**config.mk**
```make
export PLATFORM = sky130hd
export DESIGN_NAME = multi_grant_selector
export DESIGN_NICKNAME = d
export VERILOG_FILES = /design/src/rtl/multi_grant_selector_pkg.sv /design/src/rtl/onehot_to_index.sv /design/src/rtl/multi_grant_selector.sv
export SDC_FILE = /design/constraint.sdc
export NUM_CORES = 1
export LEC_CHECK = 0
export ABC_AREA = 1
export BUFFER_PORTS_ARGS = -buffer_cell sky130_fd_sc_hd__buf_2
export CAP_MARGIN = 20
export CORE_ASPECT_RATIO = 1.25
export CORE_MARGIN = 8
export CORE_UTILIZATION = 45
export DETAILED_ROUTE_END_ITERATION = 8
export PLACE_DENSITY = 0.8
export SETUP_SLACK_MARGIN = 0.15
export SLEW_MARGIN = 25
export SYNTH_ARGS = -nofsm -noshare
export SYNTH_HDL_FRONTEND = slang
export SYNTH_SLANG_ARGS = --single-unit
```
**constraint.sdc**
```tcl
create_clock -name clock -period 2.6 [get_ports clock]
set_clock_uncertainty 0.1 [all_clocks]
set_input_delay 0.13 -clock clock [delete_from_list [all_inputs] [get_ports clock]]
set_output_delay 0.13 -clock clock [all_outputs]
set_load 0.05 [all_outputs]
```
**src/rtl/multi_grant_selector_pkg.sv**
```systemverilog
// Shared definitions for the free-list grant selector: machine sizes and helpers.
package multi_grant_selector_pkg;

   // Grants handed out per cycle (superscalar width)
   localparam int unsigned N                = 3;
   // Physical register file size and its index width
   localparam int unsigned PHYS_REG_SZ_R10K = 64;
   localparam int unsigned PHYS_REG_ID_BITS = $clog2(PHYS_REG_SZ_R10K);

   typedef logic [PHYS_REG_ID_BITS-1:0] PHYS_REG_IDX;

   // Index width for a vector of the given width; never narrower than one bit
   function automatic int unsigned index_bits(input int unsigned width);
      return (width > 1) ? $clog2(width) : 1;
   endfunction

endpackage

```
**src/rtl/onehot_to_index.sv**
```systemverilog
// One-hot to binary encoder built as an OR of the positions of all set bits.
// Exact for one-hot input; all-zero input encodes to 0.
module onehot_to_index
   import multi_grant_selector_pkg::*;
#(
   parameter int unsigned WIDTH    = PHYS_REG_SZ_R10K,
   parameter int unsigned IDX_BITS = index_bits(WIDTH)
) (
   input  logic [WIDTH-1:0]    onehot,
   output logic [IDX_BITS-1:0] index
);

   // OR together the position of every set bit
   always_comb begin
      index = '0;
      for (int unsigned i = 0; i < WIDTH; i++) begin
         if (onehot[i]) begin
            index = index | IDX_BITS'(i);
         end
      end
   end

endmodule

```
**src/rtl/multi_grant_selector.sv**
```systemverilog
// Picks up to REQS set bits of req, lowest index first, and reports each pick as a
// one-hot grant and a binary index. Index and valid are also registered once.
module multi_grant_selector
   import multi_grant_selector_pkg::*;
#(
   parameter int unsigned WIDTH    = PHYS_REG_SZ_R10K,
   parameter int unsigned REQS     = N,
   // Derived from WIDTH; not meant to be overridden
   parameter int unsigned IDX_BITS = index_bits(WIDTH)
) (
   input  logic                           clock,
   input  logic                           reset,
   input  logic [WIDTH-1:0]               req,
   output logic [WIDTH-1:0]               gnt,
   output logic [REQS-1:0][WIDTH-1:0]     gnt_bus,
   output logic [REQS-1:0][IDX_BITS-1:0]  gnt_idx,
   output logic [REQS-1:0]                gnt_valid,
   output logic                           empty,
   output logic [REQS-1:0][IDX_BITS-1:0]  gnt_idx_q,
   output logic [REQS-1:0]                gnt_valid_q
);

   if (REQS < 1 || REQS > WIDTH) begin : g_bad_params
      $error("multi_grant_selector: REQS must be in 1..WIDTH");
   end

   // Requests still unclaimed when entering each stage
   logic [REQS-1:0][WIDTH-1:0] remaining;

   assign remaining[0] = req;

   for (genvar k = 0; k < REQS; k++) begin : g_stage
      // Isolate the lowest set bit of what earlier stages left over
      assign gnt_bus[k]   = remaining[k] & (~remaining[k] + WIDTH'(1));
      assign gnt_valid[k] = |gnt_bus[k];

      if (k < REQS - 1) begin : g_pass
         assign remaining[k+1] = remaining[k] & ~gnt_bus[k];
      end

      onehot_to_index #(
         .WIDTH    (WIDTH),
         .IDX_BITS (IDX_BITS)
      ) u_enc (
         .onehot (gnt_bus[k]),
         .index  (gnt_idx[k])
      );
   end

   // Merge all slot grants into one vector
   always_comb begin
      gnt = '0;
      for (int unsigned k = 0; k < REQS; k++) begin
         gnt = gnt | gnt_bus[k];
      end
   end

   assign empty = ~|req;

   // Register index and valid every cycle for timing-critical consumers
   always_ff @(posedge clock) begin
      if (reset) begin
         gnt_idx_q   <= '0;
         gnt_valid_q <= '0;
      end else begin
         gnt_idx_q   <= gnt_idx;
         gnt_valid_q <= gnt_valid;
      end
   end

endmodule

```
==> results of run 1 <==
==> cell usage after synthesis (all sizes together) <==
library cell  count
a21oi            11
a31oi            11
and2              2
and3              1
buf               5
clkbuf            4
conb              1
dfxtp            21
inv             366
nand2           584
nand3           179
nand3b           19
nand4            41
nor2            491
nor3             39
nor4             23
o2111ai           1
o211ai            1
o21ai             8
o21bai            1
or2               1
or3               3
==> logic make-up after synthesis <==
family,after synthesis,synth area share
AOI/OAI and AO/OA,33,0.0231
buffers and inverters,375,0.173
DFF,21,0.0508
other,1,0.000453
and+or+nand+nor,1383,0.753
==> through the flow <==
step	TNS, ps	cells
floorplan	-15490	1815
global placement	-88160	3066
detailed placement	-149420	3066
==> metrics.txt, run 1 <==
# TYPE chip_impl_metric gauge
chip_impl_metric{name="place.gp.congestion",unit=""} 1.25
chip_impl_metric{name="rows",unit=""} 55
chip_impl_metric{name="dp.final_hpwl",unit="um"} 59300
chip_impl_metric{name="postCtsResizedCells",unit=""} 720
chip_impl_info{name="clk_root_buffer_cell",value="clkbuf_16"} 1
chip_impl_metric{name="ioPinCount",unit=""} 365
chip_impl_metric{name="syn-cell-area",unit="mm2"} 0.00827
chip_impl_metric{name="holdBufCountCts",unit=""} 0
chip_impl_metric{name="detailed_place.area",unit="mm2"} 0.0168
chip_impl_metric{name="portBuffers",unit=""} 361
chip_impl_info{name="netlist.top_cell.by_area",value="nand2_1"} 1
chip_impl_info{name="ys_top_cells_by_area",value="nand2_1 (25%), nor2_1 (19%), inv_1 (16%)"} 1
chip_impl_metric{name="htree_levels",unit=""} 1
chip_impl_metric{name="yosysUniqueCellTypes",unit=""} 32
chip_impl_info{name="error",value="[ERROR DPL-0038] Utilization greater than 100%, impossible to legalize"} 1
chip_impl_metric{name="die_height",unit="um"} 168
chip_impl_metric{name="tritoncts_num_sinks",unit=""} 21
chip_impl_metric{name="yosysWarnings",unit=""} 0
chip_impl_metric{name="syn-mean-instance-area",unit="um2"} 4.56
chip_impl_metric{name="ys_seq_elements",unit=""} 21
chip_impl_metric{name="seq_area_frac_synth",unit=""} 0.0508
chip_impl_metric{name="post-place-ws",unit="ps"} -1600
chip_impl_metric{name="synthDominantCellAreaShare",unit=""} 0.246
chip_impl_metric{name="postCtsSetupBuffers",unit=""} 68
chip_impl_info{name="stop_stage",value="4_1_cts"} 1
chip_impl_metric{name="cts_bufs_inserted",unit=""} 3
chip_impl_metric{name="die_width",unit="um"} 137
chip_impl_metric{name="floorplan.initialDensity",unit=""} 0.459
chip_impl_metric{name="clock_tree.buffer_depth",unit=""} 2
chip_impl_metric{name="netlist_instances",unit=""} 1813
chip_impl_info{name="outcome",value="aborted with a tool error"} 1
==> run 2, diff against run 1 <==
--- a/config.mk
+++ b/config.mk
@@ -8,12 +8,10 @@
 export ABC_AREA = 1
 export BUFFER_PORTS_ARGS = -buffer_cell sky130_fd_sc_hd__buf_2
 export CAP_MARGIN = 20
-export CORE_ASPECT_RATIO = 1.25
 export CORE_MARGIN = 8
-export CORE_UTILIZATION = 45
+export CORE_UTILIZATION = 30
 export DETAILED_ROUTE_END_ITERATION = 8
-export PLACE_DENSITY = 0.8
-export SETUP_SLACK_MARGIN = 0.15
+export PLACE_DENSITY_LB_ADDON = 0.15
 export SLEW_MARGIN = 25
 export SYNTH_ARGS = -nofsm -noshare
 export SYNTH_HDL_FRONTEND = slang
==> constraint.sdc (replaced) <==
create_clock -name clock -period 3.38 [get_ports clock]
set_clock_uncertainty 0.1 [all_clocks]
set_input_delay 0.169 -clock clock [delete_from_list [all_inputs] [get_ports clock]]
set_output_delay 0.169 -clock clock [all_outputs]
set_load 0.05 [all_outputs]
==> run 2 against run 1 <==
  * The flow now finishes, with violations (negative setup slack)
  * Synthesized cell count is the same
  * Synthesized area is the same
==> metrics.txt, run 2 <==
# TYPE chip_impl_metric gauge
chip_impl_metric{name="tritoncts_num_sinks",unit=""} 21
chip_impl_metric{name="wl_met1",unit="um"} 25900
chip_impl_metric{name="fp.dieArea",unit="mm2"} 0.0331
chip_impl_metric{name="finish.net_count",unit=""} 2922
chip_impl_metric{name="netlist_instances",unit=""} 1813
chip_impl_metric{name="largest_register_ffs",unit=""} 18
chip_impl_info{name="worstHoldPathType",value="in -> reg"} 1
chip_impl_metric{name="ioPinCount",unit=""} 365
chip_impl_metric{name="die_width",unit="um"} 182
chip_impl_metric{name="maxCapViolations",unit=""} 0
chip_impl_metric{name="drt_iter0_markers",unit=""} 1658
chip_impl_metric{name="placed_cells",unit=""} 3114
chip_impl_metric{name="routed_wire_length_on_met3",unit="um"} 6310
chip_impl_metric{name="cp_max_fo",unit=""} 4
chip_impl_metric{name="synthDominantCellAreaShare",unit=""} 0.246
chip_impl_metric{name="filler_cell_count",unit=""} 2497
chip_impl_metric{name="finalSetupTns",unit="ps"} -8360
chip_impl_metric{name="grt_pass1_wl",unit="um"} 89700
chip_impl_info{name="cts_tree",value="yes"} 1
chip_impl_metric{name="timing.hold.ws",unit="ps"} 193
chip_impl_info{name="cp_common_cell",value="nand2_2"} 1
chip_impl_metric{name="floorplan.initialDensity",unit=""} 0.306
chip_impl_metric{name="rows",unit=""} 60
chip_impl_metric{name="layout_min_cycle_time",unit="ps"} 3770
chip_impl_metric{name="cts_bufs_inserted",unit=""} 3
chip_impl_metric{name="track_usage",unit=""} 0.350
chip_impl_metric{name="die_height",unit="um"} 182
chip_impl_metric{name="leftover_overflow_at_the_end_of_global_routing",unit=""} 0
chip_impl_metric{name="grt_max_degree",unit=""} 18
chip_impl_metric{name="clock_tree.buffer_depth",unit=""} 2
chip_impl_info{name="violations",value="negative setup slack"} 1
chip_impl_info{name="layout_top_registers",value="gnt_idx_q (18), gnt_valid_q (3)"} 1
chip_impl_metric{name="yosysWarnings",unit=""} 0
chip_impl_info{name="end_kind",value="output pin"} 1
chip_impl_info{name="topRoutingLayerUsed",value="met4"} 1
chip_impl_metric{name="routedWlPerCell",unit="um"} 19.7
chip_impl_metric{name="ys_seq_elements",unit=""} 21
chip_impl_metric{name="htree_levels",unit=""} 1
chip_impl_metric{name="route.vias.total",unit=""} 16100
chip_impl_metric{name="cts.reportedPaths.clkPinSlew",unit="ps"} 60
chip_impl_metric{name="grt_pass1_vias",unit=""} 15500
chip_impl_metric{name="irDropWorstVdd",unit="V"} 0.000154
chip_impl_metric{name="syn-mean-instance-area",unit="um2"} 4.56
chip_impl_info{name="mostFrequentLayoutCells",value="buf_4 (660), nand2_1 (368), inv_1 (340)"} 1
chip_impl_metric{name="via_per_inst",unit=""} 5.04
chip_impl_info{name="ys_top_cells_by_count",value="nand2_1 (541), nor2_1 (420), inv_1 (359)"} 1
chip_impl_metric{name="leakagePower",unit="uW"} 0.0112
chip_impl_metric{name="met2RoutedLength",unit="um"} 28200
chip_impl_metric{name="synth-edff-count",unit=""} 0
chip_impl_metric{name="place.gp.congestion",unit=""} 1.04
chip_impl_metric{name="postSynth.asyncResetShare",unit=""} 0
chip_impl_info{name="yosys_most_used_dff",value="dfxtp_1"} 1
chip_impl_metric{name="holdBufCountCts",unit=""} 0
chip_impl_metric{name="portBuffers",unit=""} 361
chip_impl_metric{name="maxSlewHeadroom",unit=""} 0.630
chip_impl_info{name="mostFrequentLayoutCell",value="buf_4"} 1
chip_impl_info{name="rsz0062_at_grt",value="true"} 1
chip_impl_metric{name="fin_cells",unit=""} 3198
chip_impl_metric{name="arrival",unit="ps"} 3500
chip_impl_metric{name="dp.final_hpwl",unit="um"} 54100
chip_impl_metric{name="route.antenna.remaining_nets",unit=""} 0
chip_impl_metric{name="post-route-period-util",unit=""} 1.12
chip_impl_info{name="critical_path.slowest_cell",value="nor2_4"} 1
chip_impl_metric{name="critical-path-max-stage-delay",unit="ps"} 200
chip_impl_info{name="outcome",value="finished, violations left"} 1
chip_impl_metric{name="fmax",unit="GHz"} 0.265
chip_impl_metric{name="worst_ep_required_time",unit="ps"} 3110
chip_impl_metric{name="layout-drive-gt1-share",unit=""} 0.560
chip_impl_metric{name="placeableCoreArea",unit="mm2"} 0.0270
chip_impl_metric{name="grt_antenna_before_repair",unit=""} 2
chip_impl_metric{name="worst_pin_slew",unit="ps"} 554
chip_impl_metric{name="yosysUniqueCellTypes",unit=""} 32
chip_impl_metric{name="power-per-cell-area",unit="mW/mm2"} 94.4
chip_impl_metric{name="wirelength",unit="um"} 62900
chip_impl_metric{name="synthToLayoutAreaGrowth",unit="%"} 125
chip_impl_info{name="startpoint_type",value="input pin"} 1
chip_impl_metric{name="postLayoutCellArea",unit="mm2"} 0.0186
chip_impl_metric{name="report.final.hold_viol_count",unit=""} 0
chip_impl_metric{name="detailed_place.area",unit="mm2"} 0.0153
chip_impl_info{name="regMostFlops",value="gnt_idx_q"} 1
chip_impl_metric{name="drt-pass1-iter-count",unit=""} 5
chip_impl_info{name="synth_most_common_cell",value="nand2_1"} 1
chip_impl_info{name="netlist.top_cell.by_area",value="nand2_1"} 1
chip_impl_info{name="clk_root_buffer_cell",value="clkbuf_16"} 1
chip_impl_metric{name="drc_errors",unit=""} 0
chip_impl_info{name="worstSetupPathType",value="in -> out"} 1
chip_impl_info{name="ys_top_cells_by_area",value="nand2_1 (25%), nor2_1 (19%), inv_1 (16%)"} 1
chip_impl_metric{name="timing.final.max_slew_violations",unit=""} 0
chip_impl_metric{name="finalSetupViolCount",unit=""} 60
chip_impl_metric{name="seq_area_frac_synth",unit=""} 0.0508
chip_impl_metric{name="syn-cell-area",unit="mm2"} 0.00827
chip_impl_metric{name="layout_setup_ws",unit="ps"} -394
run 2: cell counts after synthesis:
Identical to the previous run, type by type.
run 2: kinds of logic (layout without fill, tap and decap cells):
family | after synthesis | count (layout) | synth area share
buffers and inverters | 375 | 1415 | 0.173
AND/OR/NAND/NOR | 1383 | 1383 | 0.753
AO/OA/AOI/OAI | 33 | 33 | 0.0231
other | 1 | 5 | 0.000453
flip-flops | 21 | 21 | 0.0508
run 2: worst paths after layout:
check / startpoint / to / slack [ps] / cells after the start
worst min-delay path: req[63] / gnt_valid_q[0]$_SDFF_PP0_ / 190 / 5
worst max-delay path: req[12] / gnt_idx[17] / -390 / 28
run 2: power by group:
| part | total, uW | switching, uW | internal (uW) | leakage, uW |
|---|---|---|---|---|
| combinational | 1230 | 759 | 474 | 0.0110 |
| sequential | 260 | 2.08 | 258 | 0.000172 |
| clock | 268 | 106 | 162 | 0.0000382 |
run 2: cell type report:
cell class / instances / area (um2) / share of cell area
inverter: 366 / 1390 / 0.0744
antenna: 2 / 5.00 / 0.000268
multi-input combinational: 1419 / 8470 / 0.454
tap: 341 / 427 / 0.0229
clock buffer: 4 / 78.8 / 0.00423
timing repair buffer: 1045 / 7860 / 0.421
sequential: 21 / 420 / 0.0225
run 2: repair_timing:
item | in CTS | in global routing
setup endpoints to repair | 107 | 116
hold endpoints to repair | 0 | 0
gates resized for setup | 483 | 312
pin swaps | 141 | 75
setup buffers | 59 | 25
run 2: stage by stage:
step,utilization,worst slack (ps),power [uW]
after floorplan,-,13.2,755
after global placement,0.566,-730,1280
after detailed placement,0.566,-776,1280
after CTS,0.647,-261,1670
after global routing,0.690,-605,1840
final,0.690,-394,1760
run 2: worst max-delay path, delay by kind of cell:
kind,cells,cell delay [ps]
simple gates,22,2560
buf+inv,6,730
run 2: routing by layer:
layer | global-route usage | vias to the layer above
met5 | 0 | -
met4 | 0.126 | 0
met3 | 0.0657 | 125
met2 | 0.561 | 892
met1 | 0.460 | 7456
li1 | - | 7651
No activity file was read; power rests on OpenSTA's default activity.
